===== config.mk =====
export PLATFORM = sky130hd
export DESIGN_NAME = uart_byte_tx
export DESIGN_NICKNAME = d
export VERILOG_FILES = /design/src/rtl/uart_pkg.sv /design/src/rtl/baud_tick.sv /design/src/rtl/uart_byte_tx.sv
export SDC_FILE = /design/constraint.sdc
export NUM_CORES = 1
export LEC_CHECK = 0
export BUFFER_PORTS_ARGS = -buffer_cell sky130_fd_sc_hd__buf_4
export CAP_MARGIN = 0
export CORE_ASPECT_RATIO = 0.75
export CORE_UTILIZATION = 35
export CTS_BUF_LIST = sky130_fd_sc_hd__clkbuf_8
export CTS_CLUSTER_DIAMETER = 60
export DETAILED_ROUTE_END_ITERATION = 10
export MAX_ROUTING_LAYER = met4
export PLACE_DENSITY_LB_ADDON = 0.05
export SLEW_MARGIN = 20
export SYNTH_ARGS = -nofsm -noshare
export SYNTH_HDL_FRONTEND = slang
export SYNTH_SLANG_ARGS = --single-unit
export TNS_END_PERCENT = 30

===== constraint.sdc =====
create_clock -name clk -period 2.2 [get_ports clk]
set_clock_uncertainty 0.15 [all_clocks]
set_input_delay 0.11 -clock clk [delete_from_list [all_inputs] [get_ports clk]]
set_output_delay 0.11 -clock clk [all_outputs]
set_load 0.01 [all_outputs]

===== src/rtl/uart_pkg.sv =====
// Shared UART definitions for the byte transmit and receive paths.
// Line levels, payload width and the transmit FSM state encoding.
package uart_pkg;

    localparam int DATA_BITS = 8;

    localparam logic IDLE_LEVEL  = 1'b1;
    localparam logic START_LEVEL = 1'b0;
    localparam logic STOP_LEVEL  = 1'b1;

    typedef enum logic [2:0] {
        IDLE,
        START,
        DATA,
        PARITY,
        STOP
    } tx_state_t;

endpackage


===== src/rtl/baud_tick.sv =====
// Bit-period timer: counts 0..CLKS_PER_BIT-1 and flags the last cycle.
// clear holds the count at zero so a new frame starts on a full period.
module baud_tick #(
    parameter int CLKS_PER_BIT = 10
) (
    input  logic clk,
    input  logic rst,
    input  logic clear,
    output logic tick
);

    localparam int CW = (CLKS_PER_BIT > 1) ? $clog2(CLKS_PER_BIT) : 1;
    localparam logic [CW-1:0] LAST = CW'(CLKS_PER_BIT - 1);

    logic [CW-1:0] cnt_q;
    logic [CW-1:0] cnt_d;

    // Next count: wrap after the last cycle of a bit, or hold at zero.
    always_comb begin
        cnt_d = cnt_q + 1'b1;
        if (clear || (cnt_q == LAST)) begin
            cnt_d = '0;
        end
    end

    // Count register.
    always_ff @(posedge clk) begin
        if (rst) begin
            cnt_q <= '0;
        end else begin
            cnt_q <= cnt_d;
        end
    end

    assign tick = (cnt_q == LAST);

endmodule


===== src/rtl/uart_byte_tx.sv =====
// UART 8N1 byte transmitter with a one-entry holding register.
// Define UART_TX_PARITY_EN to insert an even-parity bit after the data.
module uart_byte_tx #(
    parameter int CLKS_PER_BIT = 10,
    parameter int DATA_BITS    = 8
) (
    input  logic                 clk,
    input  logic                 rst,
    input  logic [DATA_BITS-1:0] Tx_byte,
    input  logic                 tx_valid,
    output logic                 tx_ready,
    output logic                 tx_serial,
    output logic                 tx_busy,
    output logic                 tx_done
);

    import uart_pkg::*;

    localparam logic [2:0] LAST_BIT = 3'(DATA_BITS - 1);

    tx_state_t state_q, state_d;
    logic [2:0] bit_q, bit_d;
    logic [DATA_BITS-1:0] shift_q, shift_d;
    logic [DATA_BITS-1:0] hold_q, hold_d;
    logic hold_full_q, hold_full_d;
    logic serial_q, serial_d;
    logic load;
    logic clear;
    logic tick;

    assign clear = (state_q == IDLE);

    baud_tick #(
        .CLKS_PER_BIT(CLKS_PER_BIT)
    ) u_baud (
        .clk  (clk),
        .rst  (rst),
        .clear(clear),
        .tick (tick)
    );

    // Next state, holding register handshake and the next line level.
    always_comb begin
        state_d     = state_q;
        bit_d       = bit_q;
        shift_d     = shift_q;
        hold_d      = hold_q;
        hold_full_d = hold_full_q;
        load        = 1'b0;
        serial_d    = IDLE_LEVEL;

        // Accept only into an empty holding register; this never
        // coincides with a drain, which needs the register full.
        if (tx_valid && !hold_full_q) begin
            hold_d      = Tx_byte;
            hold_full_d = 1'b1;
        end

        unique case (state_q)
            IDLE: begin
                if (hold_full_q) begin
                    load    = 1'b1;
                    state_d = START;
                end
            end
            START: begin
                if (tick) begin
                    state_d = DATA;
                end
            end
            DATA: begin
                if (tick) begin
                    bit_d = bit_q + 3'd1;
                    if (bit_q == LAST_BIT) begin
`ifdef UART_TX_PARITY_EN
                        state_d = PARITY;
`else
                        state_d = STOP;
`endif
                    end
                end
            end
            PARITY: begin
                if (tick) begin
                    state_d = STOP;
                end
            end
            STOP: begin
                if (tick) begin
                    if (hold_full_q) begin
                        load    = 1'b1;
                        state_d = START;
                    end else begin
                        state_d = IDLE;
                    end
                end
            end
            default: begin
                state_d = IDLE;
            end
        endcase

        if (load) begin
            shift_d     = hold_q;
            hold_full_d = 1'b0;
        end

        // Line level follows the state being entered so it is registered.
        unique case (state_d)
            IDLE:    serial_d = IDLE_LEVEL;
            START:   serial_d = START_LEVEL;
            DATA:    serial_d = shift_d[bit_d];
            PARITY:  serial_d = ^shift_d;
            STOP:    serial_d = STOP_LEVEL;
            default: serial_d = IDLE_LEVEL;
        endcase
    end

    // State, counters, data registers and the registered line.
    always_ff @(posedge clk) begin
        if (rst) begin
            state_q     <= IDLE;
            bit_q       <= '0;
            shift_q     <= '0;
            hold_q      <= '0;
            hold_full_q <= 1'b0;
            serial_q    <= IDLE_LEVEL;
        end else begin
            state_q     <= state_d;
            bit_q       <= bit_d;
            shift_q     <= shift_d;
            hold_q      <= hold_d;
            hold_full_q <= hold_full_d;
            serial_q    <= serial_d;
        end
    end

    assign tx_ready  = !hold_full_q;
    assign tx_serial = serial_q;
    assign tx_busy   = (state_q != IDLE);
    assign tx_done   = (state_q == STOP) && tick;

endmodule


==> run metrics <==
critical path type register to register; post-CTS setup buffers 0; Initial DRC Count 36; post-synth cell types 34; final setup margin -115 ps; crit end category register; Cell Count, Final, Fillers Out 221; area leader, netlist dfxtp_1; GR Overflow Total 0; CTS Buf Count 3; final RePlAce weighted congestion 0.765; initial antenna violation count 0; Hold WC Path Type input pin to register; largest net degree at the start of global routing 26; vias per inst 4.44; status finished with violations; Max VDD drop 0.000293 V; H-tree levels 1; fin. max-slew vios 0; Final period util 1.05; LEAKAGE 0.769 nW; DP Wirelength 1940 um; die width 74.4 um; Ports 15; Synth Register Bits 28; ant diodes 0; Worst setup SP type register; crit path max-delay cell type or4b_4; critical path peak fanout 5; multiplexer area fraction after synthesis 0.185; Die ar. 4190 sq um; Die H 56.3 um; # rows 19; fmax 432 MHz; largest family of logic cells by synthesized area multiplexers; CTS clock-pin slew for the worst setup and hold paths 100 ps; Pwr per Cell Area 632 nW/um^2; FF+latch area 563 sq um; Post-synth EDFFs 0; Synth Flop Type dfxtp_1; CP peak stage delay 590 ps; crit path cell chain inv_1 > ha_2 > nand3b_4 > or4b_4 > xor2_4 > mux2i_1 > nor2_1 > o31ai_2; starting utilization of the core area 0.371; post-synthesis compound-gate area fraction 0.0582; most frequent cell after synthesis nor2_1; Mapped Area 1380 sq um; max-cap violations 0; Critical Path AT 2360 ps; clk sinks 28; Max-Slew Margin vs Limit 0.765; syn_nets 151; Synth top area share 0.407; Seq/Total Area, Yosys 0.407; ratio of cells with drive above 1 in the final layout 0.249; unrepaired setup endpoints after global routing yes; total power draw 1.13 mW; Layout fillers 368; DR WL/cell 11.7 um; Routed Antenna Nets 0; Post-Synth Simple-Gate Area 0.163; GR Util All Layers 0.143; CTS tree done; Residual DRC 0; Worst-Margin Slew 352 ps; multi-input logic area 790 sq um; synthesized area per cell 10.1 sq um; Core Area 3710 sq um; post-synthesis xor/xnor area fraction 0.122; P&R area growth vs syn 29.5%; clk_lat worst skew 270 ps; failing checks setup timing; PortBufs 14; synth cell count leaders nor2_1 (31), dfxtp_1 (28), mux2i_1 (21); CTS root buffer clkbuf_8; routed wire length 2590 um; first-pass iteration count of the detailed router 4; first-pass GRT wire length 4400 um; Clock Path Buffers 2; vias in the first global route 947; routed via count 982; Fin. Hold Viols 0; Required @ worst endpoint 2240 ps; top post-synthesis cells by area dfxtp_1 (41%), mux2i_1 (15%), nor2_1 (8.5%); Final min period 2320 ps; yosys warns 0; Final #Nets 185; dpl cells 208; Synth Area in Adders 0.0364; Setup violations, final 1; Post-Synthesis Cells 136; Post-synth ARST share 0
[flip-flops by register name, indices dropped and copies added (netlist names)]
| register | flops |
|---|---|
| tx_serial | 1 |
| state_q | 3 |
| bit_q | 3 |
| u_baud.cnt_q | 4 |
| shift_q | 8 |
| hold_full_q | 1 |
| hold_q | 8 |
[placed cells by master (no fill, tap or decap), types with 2 or more instances in the layout]
cell type       n
a21o_1          2
buf_4          26
clkbuf_8        3
dfxtp_1        26
dfxtp_2         2
dlygate4sd3_1   9
ha_1            3
inv_1           2
mux2i_1        20
mux2i_4         2
nand2_1         2
nand2b_1        2
nor2_1         31
xnor2_1        13
xor2_1          3
[cell families after synthesis]
| kind of cell | after synthesis |
|---|---|
| and+or+nand+nor | 45 |
| xor gates and xnor gates | 17 |
| buffers and inverters | 8 |
| AOI/OAI and AO/OA | 11 |
| muxes | 23 |
| DFF | 28 |
| adders and majority gates | 4 |
[layer usage]
metal  wire length (um)  up-vias  track usage
met2               1120       10        0.207
met5                  0        -            -
met4                 14        0       0.0323
li1                   -      520            -
met1               1380      450        0.200
met3                 77        2       0.0377
[stage by stage]
step	hold WS (ps)	instance area, sq um	utilization	worst slack [ps]	setup TNS, ps
floorplan	108	1380	-	4.08	0
global placement	191	1620	0.436	-81.7	-81.7
detailed placement	201	1620	0.436	-96.8	-96.8
CTS	30.7	1780	0.479	-136	-136
global route	38.0	1780	0.480	-236	-299
finish	33.5	1780	0.480	-115	-115
[worst max-delay path, delay by kind of cell, from the launching register on]
| family | cells | cell delay [ps] |
|---|---|---|
| AOI/OAI and AO/OA | 1 | 220 |
| xor gates and xnor gates | 1 | 270 |
| adders and majority gates | 1 | 180 |
| buffers and inverters | 1 | 50 |
| DFF | 1 | 330 |
| muxes | 1 | 260 |
| and+or+nand+nor | 3 | 760 |
[power by group]
| part | total (mW) | internal (mW) | leakage, nW | switching (mW) |
|---|---|---|---|---|
| combinational | 0.178 | 0.0996 | 0.505 | 0.0781 |
| clock | 0.401 | 0.244 | 0.0357 | 0.158 |
| sequential | 0.547 | 0.527 | 0.229 | 0.0190 |
[cell type report]
cell class / instances / area share
multi-input cells: 100 / 0.443
clock inverters: 1 / 0.0169
repair buffers: 35 / 0.160
inverters: 2 / 0.00421
well taps: 52 / 0.0365
clock buffers: 3 / 0.0232
flip-flops and latches: 28 / 0.316
[path summary, 6_finish.rpt]
path,from,to,slack [ps],cells after the start
worst max-delay path,u_baud.cnt_q[1]$_SDFF_PP0_,tx_serial$_SDFF_PP1_,-120,8
worst min-delay path,rst,hold_q[0]$_SDFFE_PP0P_,30,2
worst max register to register,u_baud.cnt_q[1]$_SDFF_PP0_,tx_serial$_SDFF_PP1_,-120,8
worst min register to register,u_baud.cnt_q[0]$_SDFF_PP0_,u_baud.cnt_q[0]$_SDFF_PP0_,370,2
[timing repair]
item / 4_1_cts / 5_1_grt
setup endpoints to repair: 1 / 3
gates resized for setup: 0 / 2
endpoints found under the hold margin: 9 / 0
hold buffers: 9 / 0
(Power assumes the default switching activity.)
